## src/rtl/gate_exerciser_pkg.sv

```systemverilog
// gate_ex_pkg -- shared definitions for the gate exerciser.
//   state_t         : FSM state encoding of gate_exerciser
//   GATE_W          : width of the gate result vector
//   NUM_VECTORS     : number of {a,b} stimulus vectors per run
//   *_BIT           : bit positions of each gate result inside gate_in
//   expected_gates(): golden 7-bit result for a given (a,b)
package gate_ex_pkg;

  localparam int GATE_W      = 7;
  localparam int NUM_VECTORS = 4;

  localparam int AND_BIT  = 6;
  localparam int OR_BIT   = 5;
  localparam int NAND_BIT = 4;
  localparam int NOR_BIT  = 3;
  localparam int NOT_BIT  = 2;
  localparam int XOR_BIT  = 1;
  localparam int XNOR_BIT = 0;

  typedef enum logic [2:0] {
    ST_IDLE,
    ST_DRIVE,
    ST_SETTLE,
    ST_CHECK,
    ST_DONE
  } state_t;

  function automatic logic [GATE_W-1:0] expected_gates(input logic a, input logic b);
    logic [GATE_W-1:0] r;
    r           = '0;
    r[AND_BIT]  = a & b;
    r[OR_BIT]   = a | b;
    r[NAND_BIT] = ~(a & b);
    r[NOR_BIT]  = ~(a | b);
    r[NOT_BIT]  = ~a;
    r[XOR_BIT]  = a ^ b;
    r[XNOR_BIT] = ~(a ^ b);
    return r;
  endfunction

endpackage

```

## src/rtl/gate_exerciser_if.sv

```systemverilog
// gate_exerciser_if -- control and stimulus/response bundle of the gate exerciser.
//   start    : request one exercise run
//   busy     : run in progress
//   done     : one-cycle end-of-run pulse
//   pass     : run result (no mismatching vectors)
//   a, b     : stimulus operands to the gate block under test
//   gate_in  : gate block results {and,or,nand,nor,not a,xor,xnor}
//   err_cnt  : number of mismatching vectors in the run
//   fail_idx : first failing vector index  (only with GATE_EX_FIRST_FAIL_EN)
//   fail_vec : gate_in at first failure    (only with GATE_EX_FIRST_FAIL_EN)
// Modports: master = the exerciser, slave = its environment.
interface gate_exerciser_if;

  logic                         start;
  logic                         busy;
  logic                         done;
  logic                         pass;
  logic                         a;
  logic                         b;
  logic [gate_ex_pkg::GATE_W-1:0] gate_in;
  logic [2:0]                   err_cnt;
`ifdef GATE_EX_FIRST_FAIL_EN
  logic [1:0]                   fail_idx;
  logic [gate_ex_pkg::GATE_W-1:0] fail_vec;
`endif

  modport master (
    input  start, gate_in,
    output busy, done, pass, a, b, err_cnt
`ifdef GATE_EX_FIRST_FAIL_EN
    , output fail_idx, fail_vec
`endif
  );

  modport slave (
    output start, gate_in,
    input  busy, done, pass, a, b, err_cnt
`ifdef GATE_EX_FIRST_FAIL_EN
    , input fail_idx, fail_vec
`endif
  );

endinterface

```

## src/rtl/gate_exerciser.sv

```systemverilog
// gate_exerciser -- drives the four {a,b} vectors into a gate block, waits
// SETTLE_CYCLES after each, compares gate_in against the golden truth table
// and reports the number of mismatches and an overall pass flag.
// Ports:
//   clk    : rising-edge clock
//   rst_n  : asynchronous active-low reset
//   bus    : gate_exerciser_if.master (start/busy/done/pass/a/b/gate_in/err_cnt,
//            plus fail_idx/fail_vec when GATE_EX_FIRST_FAIL_EN is defined)
// Optional feature macro: GATE_EX_FIRST_FAIL_EN (first-failure capture).
// All outputs are registered.
module gate_exerciser
  import gate_ex_pkg::*;
#(
  parameter int SETTLE_CYCLES = 2
) (
  input  logic               clk,
  input  logic               rst_n,
  gate_exerciser_if.master   bus
);

  // Only meaningful when SETTLE_CYCLES > 0; SETTLE is unreachable otherwise.
  localparam logic [3:0] SETTLE_LAST = 4'(SETTLE_CYCLES - 1);

  state_t            state, state_nxt;
  logic [1:0]        idx;
  logic [3:0]        settle_cnt;
  logic              busy_r, done_r, pass_r, a_r, b_r;
  logic [2:0]        err_r;
`ifdef GATE_EX_FIRST_FAIL_EN
  logic [1:0]        fail_idx_r;
  logic [GATE_W-1:0] fail_vec_r;
`endif

  logic start_run, load_ab, settle_tick, do_check, finish, mismatch;

  assign mismatch = (bus.gate_in != expected_gates(a_r, b_r));

  always_ff @(posedge clk or negedge rst_n) begin
    if (!rst_n) state <= ST_IDLE;
    else        state <= state_nxt;
  end

  always_comb begin
    state_nxt   = state;
    start_run   = 1'b0;
    load_ab     = 1'b0;
    settle_tick = 1'b0;
    do_check    = 1'b0;
    finish      = 1'b0;
    case (state)
      ST_IDLE: begin
        if (bus.start) begin
          start_run = 1'b1;
          state_nxt = ST_DRIVE;
        end
      end
      ST_DRIVE: begin
        load_ab   = 1'b1;
        state_nxt = (SETTLE_CYCLES == 0) ? ST_CHECK : ST_SETTLE;
      end
      ST_SETTLE: begin
        settle_tick = 1'b1;
        if (settle_cnt == SETTLE_LAST) state_nxt = ST_CHECK;
      end
      ST_CHECK: begin
        do_check  = 1'b1;
        state_nxt = (idx == 2'(NUM_VECTORS - 1)) ? ST_DONE : ST_DRIVE;
      end
      ST_DONE: begin
        finish    = 1'b1;
        state_nxt = ST_IDLE;
      end
      default: state_nxt = ST_IDLE;
    endcase
  end

  always_ff @(posedge clk or negedge rst_n) begin
    if (!rst_n) begin
      busy_r     <= 1'b0;
      done_r     <= 1'b0;
      pass_r     <= 1'b0;
      a_r        <= 1'b0;
      b_r        <= 1'b0;
      err_r      <= '0;
      idx        <= '0;
      settle_cnt <= '0;
`ifdef GATE_EX_FIRST_FAIL_EN
      fail_idx_r <= '0;
      fail_vec_r <= '0;
`endif
    end else begin
      // busy/done track the state being entered so they line up with it
      busy_r <= (state_nxt != ST_IDLE);
      done_r <= finish;
      if (start_run) begin
        err_r  <= '0;
        pass_r <= 1'b0;
        idx    <= '0;
`ifdef GATE_EX_FIRST_FAIL_EN
        fail_idx_r <= '0;
        fail_vec_r <= '0;
`endif
      end
      if (load_ab) begin
        {a_r, b_r} <= idx;
        settle_cnt <= '0;
      end
      if (settle_tick) settle_cnt <= settle_cnt + 4'd1;
      if (do_check) begin
        if (mismatch) begin
          err_r <= err_r + 3'd1;
`ifdef GATE_EX_FIRST_FAIL_EN
          // err_r is still the pre-check count here, so this is the first miss
          if (err_r == 3'd0) begin
            fail_idx_r <= idx;
            fail_vec_r <= bus.gate_in;
          end
`endif
        end
        // idx saturates at the last vector; a new start clears it
        if (idx != 2'(NUM_VECTORS - 1)) idx <= idx + 2'd1;
      end
      // err_r already includes the final CHECK when DONE is reached
      if (finish) pass_r <= (err_r == 3'd0);
    end
  end

  assign bus.busy    = busy_r;
  assign bus.done    = done_r;
  assign bus.pass    = pass_r;
  assign bus.a       = a_r;
  assign bus.b       = b_r;
  assign bus.err_cnt = err_r;
`ifdef GATE_EX_FIRST_FAIL_EN
  assign bus.fail_idx = fail_idx_r;
  assign bus.fail_vec = fail_vec_r;
`endif

endmodule

```

## src/flat_wrapper.sv

```systemverilog
// flat-port wrapper written by rule: the top's interface ports become plain ports
module gate_exerciser_flat import gate_ex_pkg::*;
#(
  parameter int SETTLE_CYCLES = 2
)
  (clk, rst_n, bus_start, bus_gate_in, bus_busy, bus_done, bus_pass, bus_a, bus_b, bus_err_cnt);
  gate_exerciser_if bus_i ();
  input  logic clk;
  input  logic rst_n;
  input wire logic [$bits(bus_i.start)-1:0] bus_start;
  input wire logic [$bits(bus_i.gate_in)-1:0] bus_gate_in;
  output wire logic [$bits(bus_i.busy)-1:0] bus_busy;
  output wire logic [$bits(bus_i.done)-1:0] bus_done;
  output wire logic [$bits(bus_i.pass)-1:0] bus_pass;
  output wire logic [$bits(bus_i.a)-1:0] bus_a;
  output wire logic [$bits(bus_i.b)-1:0] bus_b;
  output wire logic [$bits(bus_i.err_cnt)-1:0] bus_err_cnt;
  assign bus_i.start = bus_start;
  assign bus_i.gate_in = bus_gate_in;
  assign bus_busy = bus_i.busy;
  assign bus_done = bus_i.done;
  assign bus_pass = bus_i.pass;
  assign bus_a = bus_i.a;
  assign bus_b = bus_i.b;
  assign bus_err_cnt = bus_i.err_cnt;
  gate_exerciser #(.SETTLE_CYCLES(SETTLE_CYCLES)) u_core (.clk(clk), .rst_n(rst_n), .bus(bus_i));
endmodule
```

## config.mk

```make
export PLATFORM = sky130hd
export DESIGN_NAME = gate_exerciser_flat
export DESIGN_NICKNAME = d
export VERILOG_FILES = /design/src/rtl/gate_exerciser_pkg.sv /design/src/rtl/gate_exerciser_if.sv /design/src/rtl/gate_exerciser.sv /design/src/flat_wrapper.sv
export SDC_FILE = /design/constraint.sdc
export NUM_CORES = 1
export LEC_CHECK = 0
export CAP_MARGIN = 20
export CORE_UTILIZATION = 45
export DETAILED_ROUTE_END_ITERATION = 7
export DONT_BUFFER_PORTS = 1
export GPL_TIMING_DRIVEN = 0
export SYNTH_ARGS = -nofsm -noshare
export SYNTH_HDL_FRONTEND = slang
export SYNTH_SLANG_ARGS = --single-unit
```

## constraint.sdc

```tcl
create_clock -name clk -period 1.8 [get_ports clk]
set_clock_uncertainty 0.1 [all_clocks]
set_input_delay 0.09 -clock clk [delete_from_list [all_inputs] [get_ports clk]]
set_output_delay 0.09 -clock clk [all_outputs]
set_load 0.05 [all_outputs]
```

==> results.md <==
- Area share of the largest cell type after synthesis: 41.5%
- Period utilization: 106%
- Maxcap violations: 0
- Reg-to-Reg Start: u_core.bus.a
- Routability cong.: 0.724
- Number of diodes: 0
- Final #Nets: 133
- Num rows: 16
- Die span in y: 49.7 microns
- Delay-heaviest family, CP: flip-flops
- Violated checks: setup timing
- H-Tree Depth: 1
- Area Growth Syn to Fin: 13.3%
- CP Capture Type: flop
- VDD IR max: 762 uV
- Fin. Hold Viols: 0
- Die ar.: 2470 sq um
- Die W: 49.7 microns
- Initial DRC Count: 6
- First-pass GRT wire length: 3.55 mm
- R2R depth: 6
- Power Density: 1660 nW/um^2
- Fraction of layout cells with a size suffix above 1: 20.9%
- Number of vias per cell: 5.70
- Crit path buf inv count: 1
- Input/output buffers: 0
- Critical path class: flop to flop
- Initial antenna violation count: 0
- Total CTS buffers: 3
- Final ANT Viol Nets: 0
- CTS tree: yes
- WP data arrival: 2000 ps
- Post-synth EDFFs: 0
- Design area: 1160 sq um
- Unrepaired setup endpoints after global routing: true
- Ports: 18
- Placed instance area: 1080 sq um
- Max_slew headroom: 46.0%
- Status: complete, but fails checks
- Core Region: 2040 sq um
- Worst skew pair latency: 290 ps
- DRC: 0
- Final HPWL from detailed placement: 1.53 mm
- Clock root cell: clkbuf_4
- Final Util: 56.9%
- Tot GR Track Use: 19.6%
- First drt pass iteration count: 4
- # fillers: 196
- Synth warn: 0
- Clock input transition at the sequential cells of the worst setup and hold paths: 100 ps
- Largest area contributor in the netlist: dfrtp_1
- WP depth: 6
- Slowest CP cell: dfrtp_2
- Yosys cell types: 34
- Max frequency: 0.522 GHz
- Synthesized flop and latch total: 17
- Grt ovf: 0
- # setup viols final: 3
- Critical path launch point type: flop
- Final worst setup slack: -115 ps
- Synthesized instance count: 107
- RR Endpoint: u_core.bus.err_cnt[1]
- Top cells by area, synth: dfrtp_1 (42%), ha_1 (8.5%), o21ai_0 (5.9%)
- Reg2reg setup slack: -120 ps
- Vias in the first global route: 817
- Starting Density: 50.2%
- Worst path cell trace: inv_2 > ha_4 > nor3b_1 > o22ai_2 > o21ai_2 > mux2_4
- Hold Crit Class: primary input to flop
- Syn_area_per_cell: 9.58 sq um
- FFs w/ async S/R, synth: 100%
- Largest net degree at the start of global routing: 18
- Clk sinks: 17
- Via Count: 809
- Reported leakage power: 0.520 nW
- Synth Cell Area: 1020 sq um
- CP startpoint: u_core.bus.a
- Max-slew violations: 0
- Critical path endpoint: u_core.bus.err_cnt[1]
- CTS Buffer Depth: 2
- Crit path max fanout: 4
- Max incr delay on CP: 570 ps
- Min Tclk post-route: 1920 ps
- Top_reg_cell synth: dfrtp_1
- Worst slew pin tran: 807 ps
- Final WL: 2.12 mm
- CP required: 1890 ps
- Post-synthesis net count: 124
- WL per Instance: 14.9 microns
- Sequential share of the synthesized area: 41.5%
cells in the mapped netlist (2+ instances only):
cell type / count
a21oi_1: 7
and3b_1: 4
buf_2: 2
dfrtp_1: 17
ha_1: 7
inv_1: 9
nand2_1: 5
nand2b_1: 4
nor2_1: 9
nor3_1: 5
nor3b_1: 4
o21ai_0: 12
layer usage:
metal	global-route usage, %	vias to the layer above	part of all wire (%)
li1	-	395	-
met1	22.1	386	43
met2	34.5	23	50
met3	5.25	5	5.1
met4	8.57	0	1.8
met5	0	-	0
final cells by class:
class | instances | area [sq um] | area share [%]
multi-input cells | 77 | 579 | 49.9
flip-flops and latches | 17 | 428 | 36.9
well taps | 27 | 33.8 | 2.91
inverters | 9 | 33.8 | 2.91
plain buffers | 4 | 25.0 | 2.16
repair buffers | 4 | 35.0 | 3.02
clock buffers | 4 | 26.3 | 2.26
worst reg2reg max path, cell delays in order (launching register included):
cell and delay (ps):
dfrtp_2 570, inv_2 90, ha_4 170, nor3b_1 230, o22ai_2 130, o21ai_2 200, mux2_4 320
sequential cells by signal (all words and copies together) (netlist names):
register and flops:
u_core.bus.pass 1, u_core.bus.err_cnt 3, u_core.settle_cnt 4, u_core.idx 2, u_core.bus.b 1, u_core.bus.a 1, u_core.bus.done 1, u_core.bus.busy 1
u_core.state 3
logic make-up (layout without fill, tap and decap cells):
kind of cell | Yosys count | after routing | share of synthesized area (%)
and+or+nand+nor | 37 | 37 | 21.9
AOI/OAI and AO/OA | 29 | 29 | 18.6
DFF | 17 | 17 | 41.5
buffers and inverters | 13 | 21 | 5.74
adders and majority gates | 7 | 7 | 8.55
xor gates and xnor gates | 2 | 2 | 1.71
muxes | 2 | 2 | 2.08
where the power goes:
group / leakage [nW] / internal [mW] / switching, mW
Sequential: 0.216 / 0.518 / 0.367
Combinational: 0.289 / 0.388 / 0.447
Clock: 0.0150 / 0.0863 / 0.122
cell usage in the layout, fill, tap and decap left out, types with 3 or more instances in the layout:
master    count
a21oi_1       7
o21ai_0      11
nor3b_1       3
clkbuf_4      3
ha_1          6
nand2_1       5
nand2b_1      4
and3b_1       3
dfrtp_1      15
inv_1         7
nor3_1        5
nor2_1        9
repair_timing:
action | in CTS | in global routing
endpoints found under the setup margin | 3 | 3
hold buffers | 2 | 0
pin swaps | 4 | 1
resized for setup | 4 | 1
buffers inserted | 2 | 0
endpoints found under the hold margin | 19 | 0
how the worst min path moves through the flow:
stage	depth (start not counted)	end	start
after floorplan	0	u_core.bus.a	rst_n
after global placement	0	u_core.bus.b	rst_n
after detailed placement	0	u_core.bus.b	rst_n
after CTS	3	u_core.idx[1]	bus_start
after global routing	4	u_core.bus.err_cnt[0]	bus_gate_in[1]
final	3	u_core.idx[1]	bus_start
through the flow:
stage	hold slack (ps)	TNS, ps	setup WS [ps]	std cells	total power, mW
2_1_floorplan	-306	-93.6	-93.6	107	1.48
3_3_place_gp	-305	-177	-177	134	1.62
3_5_place_dp	-305	-212	-204	134	1.65
4_1_cts	96.2	-287	-138	142	1.94
5_1_grt	111	-473	-181	142	2.12
6_report	91.9	-225	-115	142	1.93
No activity file was read; power rests on OpenSTA's default activity.
